File: config.mk
export PLATFORM = sky130hd
export DESIGN_NAME = load_size_unit_flat
export DESIGN_NICKNAME = d
export VERILOG_FILES = /design/src/rtl/load_pkg.sv /design/src/rtl/load_size_unit_if.sv /design/src/rtl/load_extract.sv /design/src/rtl/load_size_unit.sv /design/src/flat_wrapper.sv
export SDC_FILE = /design/constraint.sdc
export NUM_CORES = 1
export LEC_CHECK = 0
export BUFFER_PORTS_ARGS = -buffer_cell sky130_fd_sc_hd__buf_2
export CELL_PAD_IN_SITES_DETAIL_PLACEMENT = 1
export CELL_PAD_IN_SITES_GLOBAL_PLACEMENT = 2
export CORE_ASPECT_RATIO = 0.9
export CORE_MARGIN = 3
export CORE_UTILIZATION = 30
export DETAILED_ROUTE_END_ITERATION = 12
export PLACE_DENSITY_LB_ADDON = 0.05
export SLEW_MARGIN = 20
export SYNTH_ARGS = -nofsm -noshare
export SYNTH_HDL_FRONTEND = slang
export SYNTH_SLANG_ARGS = --single-unit
File: constraint.sdc
create_clock -name clk -period 2.05 [get_ports clk]
set_clock_uncertainty 0.15 [all_clocks]
set_input_delay 0.5125 -clock clk [delete_from_list [all_inputs] [get_ports clk]]
set_output_delay 0.5125 -clock clk [all_outputs]
set_load 0.1 [all_outputs]
File: src/rtl/load_pkg.sv
// Shared load/store definitions: access-size encoding, load sequencer states,
// and the width of the memory-latency down-counter.
package load_pkg;

   typedef enum logic [1:0] {
      LS_NONE = 2'b00,
      LS_WORD = 2'b01,
      LS_HALF = 2'b10,
      LS_BYTE = 2'b11
   } ls_ctrl_e;

   typedef enum logic [2:0] {
      IDLE,
      REQ,
      WAIT,
      CAPTURE,
      DONE
   } ld_state_e;

   // Enough for MEM_LATENCY up to 15.
   localparam int LAT_CNT_W = 4;

endpackage

File: src/rtl/load_size_unit_if.sv
// Data-memory read port: the load unit drives address and strobe,
// the memory returns read data.
interface load_size_unit_if;

   logic [31:0] mem_addr;
   logic        mem_rd;
   logic [31:0] mem_data;

   modport master (output mem_addr, output mem_rd, input mem_data);
   modport slave  (input mem_addr, input mem_rd, output mem_data);

endinterface

File: src/rtl/load_extract.sv
// Selects word/half/byte from the low lanes of the captured memory word
// and zero- or sign-extends it to 32 bits.
module load_extract
   import load_pkg::*;
(
   input  logic [31:0] mdr,
   input  ls_ctrl_e    ls_control,
   input  logic        ls_signed,
   output logic [31:0] value
);

   always_comb begin
      // NOTE: default first, so every path assigns value and no latch is inferred.
      value = mdr;
      case (ls_control)
         LS_HALF: value = {{16{ls_signed & mdr[15]}}, mdr[15:0]};
         LS_BYTE: value = {{24{ls_signed & mdr[7]}}, mdr[7:0]};
         default: value = mdr;
      endcase
   end

endmodule

File: src/rtl/load_size_unit.sv
// Load sequencer: one memory read per accepted request, captures the word
// into the MDR and presents the extended result with a one-cycle done pulse.
module load_size_unit
   import load_pkg::*;
#(
   parameter int MEM_LATENCY = 1
) (
   input  logic                     clk,
   input  logic                     reset,
   input  logic                     start,
   input  logic [1:0]               ls_control,
   input  logic                     ls_signed,
   input  logic [31:0]              addr,
   load_size_unit_if.master         mem,
   output logic                     busy,
   output logic                     done,
   output logic [31:0]              load_data,
   output logic                     align_err
);

   ld_state_e             state, next_state;
   ls_ctrl_e              req_ctrl, ctrl_q;
   logic                  signed_q;
   logic [31:0]           addr_q;
   logic [31:0]           mdr;
   logic [31:0]           load_q;
   logic [31:0]           extracted;
   logic [LAT_CNT_W-1:0]  wait_cnt;
   logic                  align_err_q;
   logic                  valid_req, misaligned, accept;

   assign req_ctrl   = ls_ctrl_e'(ls_control);
   assign misaligned = ((req_ctrl == LS_WORD) && (addr[1:0] != 2'b00)) ||
                       ((req_ctrl == LS_HALF) && addr[0]);
   assign valid_req  = (state == IDLE) && start && (req_ctrl != LS_NONE);
   assign accept     = valid_req && !misaligned;

   load_extract u_extract (
      .mdr        (mdr),
      .ls_control (ctrl_q),
      .ls_signed  (signed_q),
      .value      (extracted)
   );

   always_comb begin
      next_state = state;
      case (state)
         IDLE:    if (accept) next_state = REQ;
         REQ:     next_state = (MEM_LATENCY > 1) ? WAIT : CAPTURE;
         WAIT:    if (wait_cnt == '0) next_state = CAPTURE;
         CAPTURE: next_state = DONE;
         DONE:    next_state = IDLE;
         default: next_state = IDLE;
      endcase
   end

   // NOTE: sequential state uses non-blocking assignments so every register
   // samples pre-edge values regardless of statement order.
   always_ff @(posedge clk) begin
      if (reset) begin
         state       <= IDLE;
         ctrl_q      <= LS_NONE;
         signed_q    <= 1'b0;
         addr_q      <= '0;
         mdr         <= '0;
         load_q      <= '0;
         wait_cnt    <= '0;
         align_err_q <= 1'b0;
      end else begin
         state       <= next_state;
         align_err_q <= valid_req && misaligned;
         if (accept) begin
            addr_q   <= addr;
            ctrl_q   <= req_ctrl;
            signed_q <= ls_signed;
         end
         // Loaded in REQ so WAIT lasts exactly MEM_LATENCY-1 cycles.
         if (state == REQ)
            wait_cnt <= LAT_CNT_W'(MEM_LATENCY - 2);
         else if ((state == WAIT) && (wait_cnt != '0))
            wait_cnt <= wait_cnt - 1'b1;
         if (state == CAPTURE)
            mdr <= mem.mem_data;
         if (state == DONE)
            load_q <= extracted;
      end
   end

   assign mem.mem_addr = addr_q;
   assign mem.mem_rd   = (state == REQ);
   assign busy         = (state != IDLE);
   assign done         = (state == DONE);
   assign align_err    = align_err_q;
   // The new value must be visible in the done cycle itself.
   assign load_data    = (state == DONE) ? extracted : load_q;

endmodule

File: src/flat_wrapper.sv
// flat-port wrapper written by rule: the top's interface ports become plain ports
module load_size_unit_flat import load_pkg::*;
#(
   parameter int MEM_LATENCY = 1
)
  (clk, reset, start, ls_control, ls_signed, addr, busy, done, load_data, align_err, mem_mem_addr, mem_mem_rd, mem_mem_data);
  load_size_unit_if mem_i ();
  input  logic clk;
  input  logic reset;
  input  logic start;
  input  logic [1:0] ls_control;
  input  logic ls_signed;
  input  logic [31:0] addr;
  output logic busy;
  output logic done;
  output logic [31:0] load_data;
  output logic align_err;
  output wire logic [$bits(mem_i.mem_addr)-1:0] mem_mem_addr;
  output wire logic [$bits(mem_i.mem_rd)-1:0] mem_mem_rd;
  input wire logic [$bits(mem_i.mem_data)-1:0] mem_mem_data;
  assign mem_mem_addr = mem_i.mem_addr;
  assign mem_mem_rd = mem_i.mem_rd;
  assign mem_i.mem_data = mem_mem_data;
  load_size_unit #(.MEM_LATENCY(MEM_LATENCY)) u_core (.clk(clk), .reset(reset), .start(start), .ls_control(ls_control), .ls_signed(ls_signed), .addr(addr), .mem(mem_i), .busy(busy), .done(done), .load_data(load_data), .align_err(align_err));
endmodule
# Yosys cells after proc, flatten, opt, wreduce, memory -nomap -nowiden
# Cells that the tools add are included.
# classes
addsub,1
n_mul,0
div,0
n_lt_le_gt_ge,0
eq_ne,10
shift,0
mux,7
bitwise,2
n_reduce_logical,17
# op_table
operator,n
one-hot mux 32 bit (2 select lines),1
2-to-1 mux 32 bit,1
one-hot mux 3 bit (4 select lines),1
2-to-1 mux 4 bit,2
logical AND 1 bit,7
"== test 2 bit, second input constant",3
"== test 3 x 2 -> 1 bit, second input constant",2
2-to-1 mux 3 bit,2
nonzero test 2 bit,3
zero test 4 bit,1
"!= test 2 x 1 -> 1 bit, second input constant",2
nonzero test 4 bit,1
"subtractor 4 x 1 -> 4 bit, second input constant",1
"== test 3 x 1 -> 1 bit, second input constant",1
"== test 3 bit, second input constant",1
zero test 3 bit,1
nonzero test 3 bit,1
AND 1 bit,2
"== test 2 x 1 -> 1 bit, second input constant",1
AND reduction 2 bit,1
zero test 1 bit,1
logical OR 1 bit,1
# totals
ff_bits,107
latchBits,0
ramBits,0
rom_bits,0
input_bits,70
out_inout_bits,68
wordCells,45
n_memories,0

# Longest topological paths before layout
# logic_depth
word_depth,7
mapped_depth,7
depth_no_buf,6

# Cells and area by module
# Synthesis repeated with hierarchy kept, for this count alone.
# hier_totals
hier_cells,502
hier_area_um2,4785.8
# modules_own_cells
module,instances,cells_per_inst,area_each_um2,seq_area_each_um2
load_size_unit,1,445,4364.2,2142.1
load_extract,1,57,421.7,0.0

# Worst setup path before layout
# No wires, ideal clock.
# synth_timing
path_type,reg-to-output
startpoint,reg u_core.ctrl_q[1]
endpoint,out load_data[21]
arrival_ns,2.665
t_required_ns,1.387
setup_slack_ns,-1.277
stages_incl_launch_ff,5
path_buffers,2
cell_sequence,dfxtp_1 -> clkbuf_1 -> nand3_1 -> clkbuf_1 -> a31oi_1
# synth_between
elab_chain_len,3
word_cells_on_any_way,4
cone_classes,eq/ne: 2; mux: 2
# synth_rtl
item,line,text
"start, declared",load_size_unit.sv:22,"ls_ctrl_e req_ctrl, ctrl_q;"
"start signal, assigned",load_size_unit.sv:74,ctrl_q <= req_ctrl;
== test 2 bit,load_extract.sv:15,case (ls_control)
one-hot mux 32 bit (2 select lines) (*),load_extract.sv:15,
2-to-1 mux 32 bit (*),load_size_unit.sv:95,assign load_data = (state == DONE) ? extracted : load_q;
"end, declared",flat_wrapper.sv:16,output logic [31:0] load_data;
# Every way passes the cells marked *; elsewhere a longest branch is shown, timed or not.

# Worst setup path in the final report
# layout_timing
startpoint,reg u_core.state[1]
endpoint,out load_data[2]
# layout_between
elab_chain_len,2
# layout_rtl
item,line,text
"start, declared",load_size_unit.sv:21,"ld_state_e state, next_state;"
"start signal, assigned",load_size_unit.sv:70,state <= next_state;
== test 3 bit,load_size_unit.sv:95,
2-to-1 mux 32 bit,load_size_unit.sv:95,
# No other way between the ends.

==> run metrics <==
# nets final 743; synth top area cells dfxtp_1 48%, nand2b_1 12%, mux2i_1 7.8%; Clock transition at path regs 0.08 ns; YS warnings 0; sw power 0.00322 W; number of enable flip-flop cells after synthesis 0; hold crit path type input pin to flop; gr usage total 16.7%; Core Box Area 14300 um^2; clock share of power 23.5%; post-synthesis cell area 4490 um^2; first-pass GRT wire length 22.0 mm; Clock Sinks 107; Syn-to-layout area delta 62.4%; remaining routing DRC violations 0; Seq/Total Area, Yosys 47.7%; vias in the first global route 4382; fin. max-slew vios 0; final worst setup slack -0.370 ns; I/O Buffers 137; Root Buffer clkbuf_16; Int Power 0.00459 W; Critical Path Fanout Max 8; pwr dens 1070 nW/um^2; Critical path origin u_core.state[1]$_SDFFE_PP0P_; CTS H-tree lvls 3; drt via density 4.64; DIE HEIGHT 122 um; TritonCTS Buffers 9; fill cell count 1580; status complete, but fails checks; Async SR Flop Fraction 0%; DP Area 6470 um^2; hold_sp mem_mem_data[4]; Yosys top cell area share 47.7%; Critical Path End Type output pin; endpoints failing hold 0; startpoint types flop; wirelength, routed 13.4 mm; reg-to-reg slack, setup 0.04 ns; largest net degree at the start of global routing 70; Comb power frac 44.7%; Pre-Repair DR Iteration Count 4; Vias 4035; relative slew slack 65.5%; leak pwr 2.84 nW; most used flip-flop cell after synthesis dfxtp_1; worst path required time 1.39 ns; RePlAce Congestion 0.718; failing checks negative setup slack; ANT cells 0; final worst path period need 2.42 ns; Worst Tran Pin Value 0.517 ns; cell count after synthesis 501; Critical Path AT 1.76 ns; I/O pin total 138; Finished Cell Area 7290 um^2; synthesized flop and latch total 107; initial antenna violation count 0; CP top delay family buffers and inverters; Final Setup Violations 34; delay of the slowest critical-path stage 0.34 ns; reg2reg start u_core.state[1]$_SDFFE_PP0P_; grt ovf 0; CTS tree done; Initial Util 31.3%; row count 41; Die Wd 135 um; drt wl/cell 15.4 um; Clock Latency Late Sink 0.35 ns; switching part of the total power 41.3%; mean post-synth cell area 8.96 um^2; Final Cycle Share 118%; Post-DRT Antenna Nets 0; placed wire-length estimate 9.03 mm; cell taking the most area after synthesis dfxtp_1; Max stage delay cell, worst path dfxtp_2; die area 16500 um^2; worst path bufs/invs 3; most used cell, CP buf_12; FMAX 413 MHz; post-synth cell types 34; drt initial violations 134; layout cells sized above 1 40.2%; synthesized net count 572; Worst IR Drop VDD 515 uV; setup_tns -10.75 ns; crit path kind flop to output pin; sequential power share 31.8%; Max-Cap Viols 0; RSZ-0062 raised after global routing yes; CP cell instances nor3b_4, buf_12, buf_8, mux2_4, buf_12; Max clock buf depth 2
stage by stage:
step | total power, W | hold slack (ns) | util (%) | setup WS, ns | std cells
floorplan | 0.00491 | 0.283 | - | -0.188 | 501
detailed placement | 0.00579 | 0.297 | 45.2 | -0.0877 | 832
CTS | 0.00776 | 0.227 | 49.9 | -0.394 | 862
global placement | 0.00573 | 0.289 | 45.2 | -0.0394 | 832
global route | 0.00820 | 0.241 | 50.9 | -0.428 | 870
finish | 0.00781 | 0.244 | 50.9 | -0.370 | 870
worst min-delay path, delay by kind of cell:
kind	cells	cell delay, ns
AO/OA/AOI/OAI	1	0.05
buffers and inverters	1	0.10
AND/OR/NAND/NOR	1	0.04
logic make-up after synthesis:
group           synth area share, %
compound gates                 9.73
fa+ha+maj                     0.279
buf+inv                        4.94
flops                          47.7
mux                            10.1
simple gates                   27.2
power by group through the flow:
stage	Combinational, W	Clock (W)	Sequential [W]
floorplan	0.00176	0	0.00315
global placement	0.00323	0	0.00251
detailed placement	0.00327	0	0.00252
CTS	0.00336	0.00191	0.00249
global route	0.00368	0.00200	0.00252
finish	0.00349	0.00184	0.00248
layout make-up:
| cell class | count | area [um^2] | area share, % |
|---|---|---|---|
| tap | 193 | 241 | 3.31 |
| timing repair buffer | 197 | 1990 | 27.3 |
| clock inverter | 6 | 78.8 | 1.08 |
| inverter | 4 | 15.0 | 0.206 |
| clock buffer | 10 | 239 | 3.28 |
| sequential | 107 | 2150 | 29.6 |
| multi-input combinational | 353 | 2570 | 35.2 |
Yosys cell counts, types with 2 or more instances:
| master | instances |
|---|---|
| dfxtp_1 | 107 |
| nand2b_1 | 87 |
| nand2_1 | 66 |
| a21oi_1 | 50 |
| mux2i_1 | 35 |
| nor2b_1 | 33 |
| nor2_1 | 28 |
| clkbuf_1 | 25 |
| a31oi_1 | 17 |
| mux2_2 | 9 |
| buf_2 | 6 |
| inv_1 | 4 |
| nor3_1 | 4 |
| buf_12 | 3 |
| nand3b_1 | 3 |
| o21a_1 | 3 |
| a211oi_1 | 2 |
| nor3b_1 | 2 |
| o21ai_0 | 2 |
final timing paths:
| kind | endpoint | cells past startpoint |
|---|---|---|
| max | load_data[2] | 5 |
| min | u_core.mdr[4]$_SDFFE_PP0P_ | 3 |
| max reg2reg | u_core.mem.mem_addr[22]$_SDFFE_PP0P_ | 7 |
| min reg2reg | u_core.mdr[31]$_SDFFE_PP0P_ | 2 |
flip-flops by register name, indices dropped and copies added, names as in the netlist:
signal and count:
u_core.load_q 32, u_core.mdr 32, u_core.mem.mem_addr 32, u_core.wait_cnt 4, u_core.state 3, u_core.ctrl_q 2, u_core.align_err 1, u_core.signed_q 1
layer usage:
metal	vias to the layer above	GRT usage, %	wire [um]
met5	-	0	0
met4	0	4.20	138
met3	11	6.07	965
met2	93	29.6	6700
met1	1941	19.0	5610
li1	1990	-	-
placed cells by master, fill, tap and decap left out, drive strengths merged, types with 2 or more instances in the layout:
cell,instances
nor3b,3
nor2,28
nand2,66
mux2i,35
nor2b,34
mux2,9
buf,194
dfxtp,107
nand2b,87
a21oi,50
o21ai,2
nor3,4
a31oi,17
clkbuf,13
a211oi,2
o21a,3
nand3b,3
inv,8
timing repair:
item,CTS,global route
setup endpoints to repair,35,53
pin swaps,6,5
endpoints found under the hold margin,0,0
gates cloned,4,4
gates resized for setup,46,17
buffers inserted,12,8
hold buffers,0,0
No activity file was read; power rests on OpenSTA's default activity.
